==> config.mk <==
export PLATFORM = sky130hd
export DESIGN_NAME = icb_arb2
export DESIGN_NICKNAME = d
export VERILOG_FILES = /design/src/rtl/icb_arb2_pkg.sv /design/src/rtl/icb_rr_pick.sv /design/src/rtl/icb_arb2.sv
export SDC_FILE = /design/constraint.sdc
export NUM_CORES = 1
export LEC_CHECK = 0
export CAP_MARGIN = 10
export CORE_AREA = 2 2 125 127
export CTS_BUF_LIST = sky130_fd_sc_hd__clkbuf_4
export DETAILED_ROUTE_END_ITERATION = 10
export DIE_AREA = 0 0 127 129
export GPL_ROUTABILITY_DRIVEN = 0
export SLEW_MARGIN = 10
export SYNTH_ARGS = -nofsm -noshare
export SYNTH_HDL_FRONTEND = slang
export SYNTH_SLANG_ARGS = --single-unit
==> constraint.sdc <==
create_clock -name clk -period 2.37 [get_ports clk]
set_input_delay 0.5925 -clock clk [delete_from_list [all_inputs] [get_ports clk]]
set_output_delay 0.5925 -clock clk [all_outputs]
set_load 0.005 [all_outputs]
==> src/rtl/icb_arb2_pkg.sv <==
// Shared types for the two-master ICB arbiter.
// The bus-width defines are guarded so that an SoC-wide defines file can
// supply them first; the arbiter takes its address/data widths from them.
`ifndef ICB_ARB2_MEM_DEFINES
`define ICB_ARB2_MEM_DEFINES
`ifndef MemAddrBus
`define MemAddrBus 31:0
`endif
`ifndef MemBus
`define MemBus 31:0
`endif
`endif

package icb_arb2_pkg;

    // IDLE accepts commands; RSP waits for the single outstanding read
    typedef enum logic {
        IDLE = 1'b0,
        RSP  = 1'b1
    } arb_state_t;

endpackage

==> src/rtl/icb_rr_pick.sv <==
// Two-way round-robin pick: a lone requester always wins; on contention the
// master that was not granted last wins.
module icb_rr_pick (
    input  logic [1:0] req,
    input  logic       last_grant,
    output logic [1:0] grant
);

    // one-hot winner, favouring the master not granted last on contention
    always_comb begin
        grant = 2'b00;
        if (req == 2'b11) begin
            grant = last_grant ? 2'b01 : 2'b10;
        end else begin
            grant = req;
        end
    end

endmodule

==> src/rtl/icb_arb2.sv <==
// Arbitrates two ICB masters onto one ICB slave (data SRAM port) with a
// single outstanding read. Writes complete on the command handshake; reads
// hold the arbiter in RSP until the owner takes the response, or until a
// timeout synthesizes an error response.
module icb_arb2
    import icb_arb2_pkg::*;
#(
    parameter int TIMEOUT = 255
) (
    input  logic               clk,
    input  logic               rst,

    input  logic               m0_icb_cmd_valid,
    output logic               m0_icb_cmd_ready,
    input  logic [`MemAddrBus] m0_icb_cmd_addr,
    input  logic               m0_icb_cmd_read,
    input  logic [`MemBus]     m0_icb_cmd_wdata,
    input  logic [3:0]         m0_icb_cmd_wmask,
    output logic               m0_icb_rsp_valid,
    input  logic               m0_icb_rsp_ready,
    output logic               m0_icb_rsp_err,
    output logic [`MemBus]     m0_icb_rsp_rdata,

    input  logic               m1_icb_cmd_valid,
    output logic               m1_icb_cmd_ready,
    input  logic [`MemAddrBus] m1_icb_cmd_addr,
    input  logic               m1_icb_cmd_read,
    input  logic [`MemBus]     m1_icb_cmd_wdata,
    input  logic [3:0]         m1_icb_cmd_wmask,
    output logic               m1_icb_rsp_valid,
    input  logic               m1_icb_rsp_ready,
    output logic               m1_icb_rsp_err,
    output logic [`MemBus]     m1_icb_rsp_rdata,

    output logic               s_icb_cmd_valid,
    input  logic               s_icb_cmd_ready,
    output logic [`MemAddrBus] s_icb_cmd_addr,
    output logic               s_icb_cmd_read,
    output logic [`MemBus]     s_icb_cmd_wdata,
    output logic [3:0]         s_icb_cmd_wmask,
    input  logic               s_icb_rsp_valid,
    output logic               s_icb_rsp_ready,
    input  logic               s_icb_rsp_err,
    input  logic [`MemBus]     s_icb_rsp_rdata
);

    localparam logic [15:0] TO_LIM = 16'(TIMEOUT);
    localparam logic [15:0] TO_M1  = 16'(TIMEOUT - 1);

    arb_state_t  state;
    logic        last_grant;
    logic        owner;
    logic [15:0] timer;

    logic [1:0]  grant;
    logic        win;
    logic        in_idle;
    logic        in_rsp;
    logic        cmd_hs;
    logic        timed_out;
    logic        owner_ready;
    logic        rsp_valid;
    logic        rsp_err;
    logic [`MemBus] rsp_rdata;
    logic        rsp_done;
    logic        own0;
    logic        own1;

    icb_rr_pick u_pick (
        .req        ({m1_icb_cmd_valid, m0_icb_cmd_valid}),
        .last_grant (last_grant),
        .grant      (grant)
    );

    assign win     = grant[1];
    assign in_idle = (state == IDLE);
    assign in_rsp  = (state == RSP);

    // Command path: the winner's fields go straight to the slave; a reset
    // cycle masks every handshake so nothing is half-accepted.
    assign s_icb_cmd_valid  = in_idle && (grant != 2'b00) && !rst;
    assign s_icb_cmd_addr   = win ? m1_icb_cmd_addr  : m0_icb_cmd_addr;
    assign s_icb_cmd_read   = win ? m1_icb_cmd_read  : m0_icb_cmd_read;
    assign s_icb_cmd_wdata  = win ? m1_icb_cmd_wdata : m0_icb_cmd_wdata;
    assign s_icb_cmd_wmask  = win ? m1_icb_cmd_wmask : m0_icb_cmd_wmask;
    assign m0_icb_cmd_ready = in_idle && grant[0] && s_icb_cmd_ready && !rst;
    assign m1_icb_cmd_ready = in_idle && grant[1] && s_icb_cmd_ready && !rst;
    assign cmd_hs           = s_icb_cmd_valid && s_icb_cmd_ready;

    // Timeout counts the current silent cycle too, so the error appears on
    // the TIMEOUT-th silent RSP cycle and stays up until the owner takes it.
    assign timed_out   = (timer >= TO_LIM) || ((timer == TO_M1) && !s_icb_rsp_valid);
    assign owner_ready = owner ? m1_icb_rsp_ready : m0_icb_rsp_ready;
    assign rsp_valid   = in_rsp && !rst && (timed_out || s_icb_rsp_valid);
    assign rsp_err     = timed_out ? 1'b1 : s_icb_rsp_err;
    assign rsp_rdata   = timed_out ? '0 : s_icb_rsp_rdata;
    assign rsp_done    = rsp_valid && owner_ready;

    // Outside RSP the slave response channel is always drained and dropped;
    // during an error response a late slave reply waits for IDLE.
    assign s_icb_rsp_ready = in_rsp ? (!timed_out && owner_ready) : 1'b1;

    assign own0 = in_rsp && !rst && !owner;
    assign own1 = in_rsp && !rst && owner;

    assign m0_icb_rsp_valid = own0 && rsp_valid;
    assign m0_icb_rsp_err   = own0 && rsp_err;
    assign m0_icb_rsp_rdata = own0 ? rsp_rdata : '0;
    assign m1_icb_rsp_valid = own1 && rsp_valid;
    assign m1_icb_rsp_err   = own1 && rsp_err;
    assign m1_icb_rsp_rdata = own1 ? rsp_rdata : '0;

    // Arbiter state: grant history, read ownership and response timer
    always_ff @(posedge clk) begin
        if (rst) begin
            state      <= IDLE;
            last_grant <= 1'b1;
            owner      <= 1'b0;
            timer      <= '0;
        end else begin
            case (state)
                IDLE: begin
                    if (cmd_hs) begin
                        last_grant <= win;
                        if (s_icb_cmd_read) begin
                            owner <= win;
                            timer <= '0;
                            state <= RSP;
                        end
                    end
                end
                RSP: begin
                    if (rsp_done) begin
                        state <= IDLE;
                    end else if (!s_icb_rsp_valid && (timer != 16'hFFFF)) begin
                        timer <= timer + 16'd1;
                    end
                end
                default: state <= IDLE;
            endcase
        end
    end

endmodule

# Word-level counts from Yosys, hierarchy flattened
# Cells that the tools add are included.
[word_totals] regBits=19 input_bits=179 out_inout_bits=141 word_cells=66
[classes] addsub=1 magnitude_cmp=1 n_eq_ne=7 mux=21 bitwise_logic=1 n_reduce_logical=31
[ops] op="$mux 32" count=5
[ops] op="$mux 16" count=4
[ops] op="$pmux 16 s2" count=1
[ops] op="$logic_and 1x1->1" count=21
[ops] op="$add 16x1->16 const B" count=1
[ops] op="$eq 16x8->1 const B" count=1
[ops] op="$ge 16x8->1 const B" count=1
[ops] op="$ne 16x16->1 const B" count=1
[ops] op="$mux 1" count=7
[ops] op="$logic_not 1->1" count=4
[ops] op="$mux 2" count=2
[ops] op="$mux 4" count=1
[ops] op="$ne 2x1->1 const B" count=2
[ops] op="$ne 2x2->1 const B" count=2
[ops] op="$reduce_and 4->1" count=1
[ops] op="$reduce_and 3->1" count=1
[ops] op="$eq 2x2->1 const B" count=1
[ops] op="$logic_or 1x1->1" count=2
[ops] op="$pmux 1 s2" count=1
[ops] op="$reduce_and 2->1" count=1
[ops] op="$reduce_bool 2->1" count=1
[ops] op="$not 1->1" count=1

# Logic depth before layout (Yosys ltp)
[logic_depth] depth_word=8 depth_mapped=9 ltp_nobuf=8

# Modules after synthesis
# From an unflattened synthesis, not the netlist that was laid out.
[hier_totals] hier_cells=300 hier_area_um2=2446.1
[modules_own_cells] module="icb_arb2" instances=1 cells_per_inst=297 area_each_um2=2427.3 seq_area_each_um2=380.4
[modules_own_cells] module="icb_rr_pick" instances=1 cells_per_inst=3 area_each_um2=18.8 seq_area_each_um2=0.0

# Worst setup path after synthesis
# No wires, ideal clock.
[synth_path] kind="input-to-output" from="in rst" to="out m0_icb_rsp_rdata[10]" arrival_time_ns=1.624 required_ns=1.778 setup_slack_ns=0.153 cell_stages=5 n_path_buf=2 cell_sequence="clkbuf_1 > nand2b_1 > nor3_1 > clkbuf_1 > and2_1"
[synth_via] elab_chain_cells=4
[synth_rtl] element="from (decl)" line_no="icb_arb2.sv:11" source="input logic rst,"
[synth_rtl] element="$logic_not 1->1" line_no="icb_arb2.sv:103" source="assign own0 = in_rsp && !rst && !owner;"
[synth_rtl] element="$logic_and 1x1->1 (2 in a row)" line_no="icb_arb2.sv:103"
[synth_rtl] element="$mux 32" line_no="icb_arb2.sv:108" source="assign m0_icb_rsp_rdata = own0 ? rsp_rdata : '0;"
[synth_rtl] element="to (decl)" line_no="icb_arb2.sv:22" source="output logic [`MemBus] m0_icb_rsp_rdata,"
# Every way passes these cells.

# Worst setup path in the final report
[layout_path] from="reg timer[10]" to="out m1_icb_rsp_rdata[27]"
[layout_via] elab_chain_cells=5 word_cells_on_any_way=6 classes_between="order compare (1); eq/ne (1); mux (2); reduce/logical (2)"
[layout_rtl] element="from (decl)" line_no="icb_arb2.sv:53" source="logic [15:0] timer;"
[layout_rtl] element="from (signal assigned)" line_no="icb_arb2.sv:136" source="timer <= timer + 16'd1;"
[layout_rtl] element="parallel branches: the longest is 2 deep, another holds $ge 16x8->1"
[layout_rtl] element="$logic_or 1x1->1 (*)" line_no="icb_arb2.sv:92" source="assign timed_out = (timer >= TO_LIM) || ((timer == TO_M1) && !s_icb_rsp_valid);"
[layout_rtl] element="$mux 32 (*)" line_no="icb_arb2.sv:96" source="assign rsp_rdata = timed_out ? '0 : s_icb_rsp_rdata;"
[layout_rtl] element="$mux 32 (*)" line_no="icb_arb2.sv:111" source="assign m1_icb_rsp_rdata = own1 ? rsp_rdata : '0;"
[layout_rtl] element="to (decl)" line_no="icb_arb2.sv:33" source="output logic [`MemBus] m1_icb_rsp_rdata,"
# Mark *: on every way between the ends.

==> metrics.yaml <==
run_status: "finished, violations left"
violations: "negative setup slack"
power_density_nw_per_um2: 217
final_worst_hold_slack_ps: 560
max_stage_delay_ps: 370
clock_latency_ps: 310
clkSlewWorstSetupHoldPaths_ps: 120
crit_path_top_delay_cell: "nor4_4"
fin_setup_tns_ps: -26150
synth_async_sr_flop_share_pct: 0
chipHeight_um: 129
synthToLayoutAreaGrowth_pct: 216
worst_path_most_repeated_cell: "buf_12"
syn_avg_cell_area_sq_um: 7.89
layout.cells.non_filler: 908
net_count_after_synthesis: 483
count_of_h_tree_levels_built_during_cts: 1
total_power_w: 0.00163
rsz_0062_raised_after_global_routing: "true"
cp_data_required_time_ps: 1780
io_pins: 320
numPortBuffers: 319
fillCellCount: 1365
drt_antenna_net_count: 0
hold_buffers: 0
antenna_found_initial: 3
wire_per_inst_um: 19.4
worstSetupEndpointType: "output pin"
synthesis.area_sq_um: 2380
finish.utilization_pct: 50.2
drt-initial-drc-count: 176
final_hold_viol_count: 0
drcViolationCount: 0
path_cells: "nor4_4, o311ai_2, buf_4, buf_12, nor2_4, buf_6, buf_12, buf_16, buf_12, and2_4, buf_6"
setup_viol: 80
dpl.cell_count: 850
ff2ff_setup_slack_ps: 90
gate_count_post_synth: 302
count_of_vias_placed_by_the_detailed_router: 4033
grt_pass1_wl_um: 24500
place_hpwl_um: 12900
worst_ep_arrival_time_ps: 2280
synth_edf_count: 0
via_density_per_instance: 4.44
gr-total-overflow: 0
drt_first_pass_iters: 4
ys.flop_type: "dfxtp_1"
worstHoldPathType: "register to register"
power.leakage_nw: 3.36
clk_path_buf_depth: 2
yosys_warnings: 0
crit_path_max_fanout: 6
post-synth-top-area-fraction_pct: 32.1
yosys-top-cells-area: "mux2_2 32%, and2_1 18%, dfxtp_1 16%"
cell_chosen_for_the_clock_root: "clkbuf_4"
fin_nets: 899
cts.sinks: 19
synth_cell_type_count: 36
first_global_vias: 4201
cap_viol_max_count: 0
tightest_pin_transition_ps: 519
core_region_area_sq_um: 15000
synth.yosys.seq_area_share_pct: 16.0
die_w_um: 127
drive_gt1_share_pct: 58.4
initial_utilization_pct: 15.9
grt_max_degree: 13
min_period_over_period_pct: 121
synth.largest_area_cell: "mux2_2"
timing_worst_setup_path_type: "register to output pin"
timing.slew.headroom_pct: 65.0
ys_seq_elements: 19
finalMaxSlewViolations: 0
cts_made_buffers: 3
final_period_minus_worst_setup_slack_ps: 2880
worst_slack_ps: -506
worst_clock_skew_ps: 9.38
die-area_sq_um: 16400
power.ir.vdd_worst_mv: 0.137
floorplan.rows: 45
max_freq_mhz: 348
track_usage_pct: 19.6
worstSetupStartpointType: "register"
routed_wl_um: 17600
cts_tree: "built"
## cells in the mapped netlist, types with 2 or more instances
library cell,instances
a21oi_1,11
and2_1,67
nand2_1,13
mux2i_1,2
nor4_1,2
and3_1,4
inv_1,9
nor2_1,23
nand4_1,8
xor2_1,7
buf_1,4
ha_1,2
clkbuf_1,12
nand4b_1,2
or3_1,2
nor3_1,10
buf_2,3
nand2b_1,2
o21ai_0,7
nand3_1,9
dfxtp_1,19
or4_1,2
mux2_2,68
xnor2_1,2
## cell families after synthesis
kind of cell | Yosys count | share of synthesized area, %
mux | 70 | 33.0
fa+ha+maj | 2 | 1.05
flops | 19 | 16.0
xor+xnor | 9 | 3.31
buf+inv | 29 | 4.88
compound gates | 24 | 6.72
simple gates | 149 | 35.1
## where the power goes
group	leakage, nW	internal [W]	total, W	switching [W]
Combinational	3.18	0.000774	0.00113	0.000353
Sequential	0.158	0.000321	0.000328	0.00000678
Clock	0.0177	0.0000631	0.000175	0.000112
## state kept, by name, summed over array words and instances (netlist names)
register / cells
owner: 1
last_grant: 1
in_rsp: 1
timer: 16
## metrics by stage
step	cell area (sq um)	setup WS (ps)
CTS	7470	-451
floorplan	2380	153
global placement	6270	-900
detailed placement	6270	-916
finish	7520	-506
global route	7520	-542
## layer usage
layer	part of all wire, %	track usage, %	wire [um]
met4	1.8	4.59	310
met3	7.8	4.07	1380
met1	36	21.5	6370
met2	54	38.5	9550
met5	0	0	0
## timing repair
| item | 4_1_cts | 5_1_grt |
|---|---|---|
| gates cloned | 11 | 0 |
| setup endpoints to repair | 157 | 140 |
| pin swaps | 59 | 17 |
| buffers inserted | 46 | 10 |
| resized for setup | 774 | 101 |
## critical path: cells and delay by family, from the launching register on
family | cells | cell delay [ps]
compound gates | 1 | 180
simple gates | 3 | 600
buf+inv | 7 | 820
flops | 1 | 350
## final timing paths
kind	start	end	cells after the start
hold / removal	last_grant	last_grant	2
setup reg to reg	timer[10]	timer[9]	9
hold reg to reg	last_grant	last_grant	2
setup / recovery	timer[10]	m1_icb_rsp_rdata[27]	11
## final cells by class
cell class | count | area (sq um) | share of cell area [%]
inverter | 9 | 36.3 | 0.482
clock inverter | 1 | 5.00 | 0.0665
sequential | 19 | 398 | 5.29
multi-input combinational | 254 | 2380 | 31.6
tap | 188 | 235 | 3.13
antenna | 3 | 7.51 | 0.0998
clock buffer | 3 | 22.5 | 0.299
timing repair buffer | 431 | 4440 | 59.0
## cell usage in the layout, fill, tap and decap left out, types with 2 or more instances in the layout
master           instances
buf_12                  15
buf_16                   5
buf_4                   61
mux2i_1                  2
dlygate4sd2_1            4
buf_2                   17
or3_1                    2
diode_2                  3
or4_1                    2
nor3_4                   3
nor2_2                   2
nor2_1                  19
xnor2_1                  2
mux2_2                  23
nand3_1                  9
buf_6                  132
clkbuf_4                 3
and2_4                  62
nor3_1                   6
and2_1                   5
dfxtp_2                  8
nand2_1                 12
clkdlybuf4s15_1          2
dfxtp_1                  9
xor2_1                   7
clkbuf_2                14
nand2_2                  2
nor4_4                   2
nor2_4                   2
dfxtp_4                  2
mux2_4                  45
inv_1                    8
a21oi_1                 10
clkdlybuf4s50_1        173
buf_8                    7
ha_4                     2
nand4_1                  8
o21ai_0                  6
nand4b_1                 2
and3_1                   4
Power figures use the tool's default switching activity.
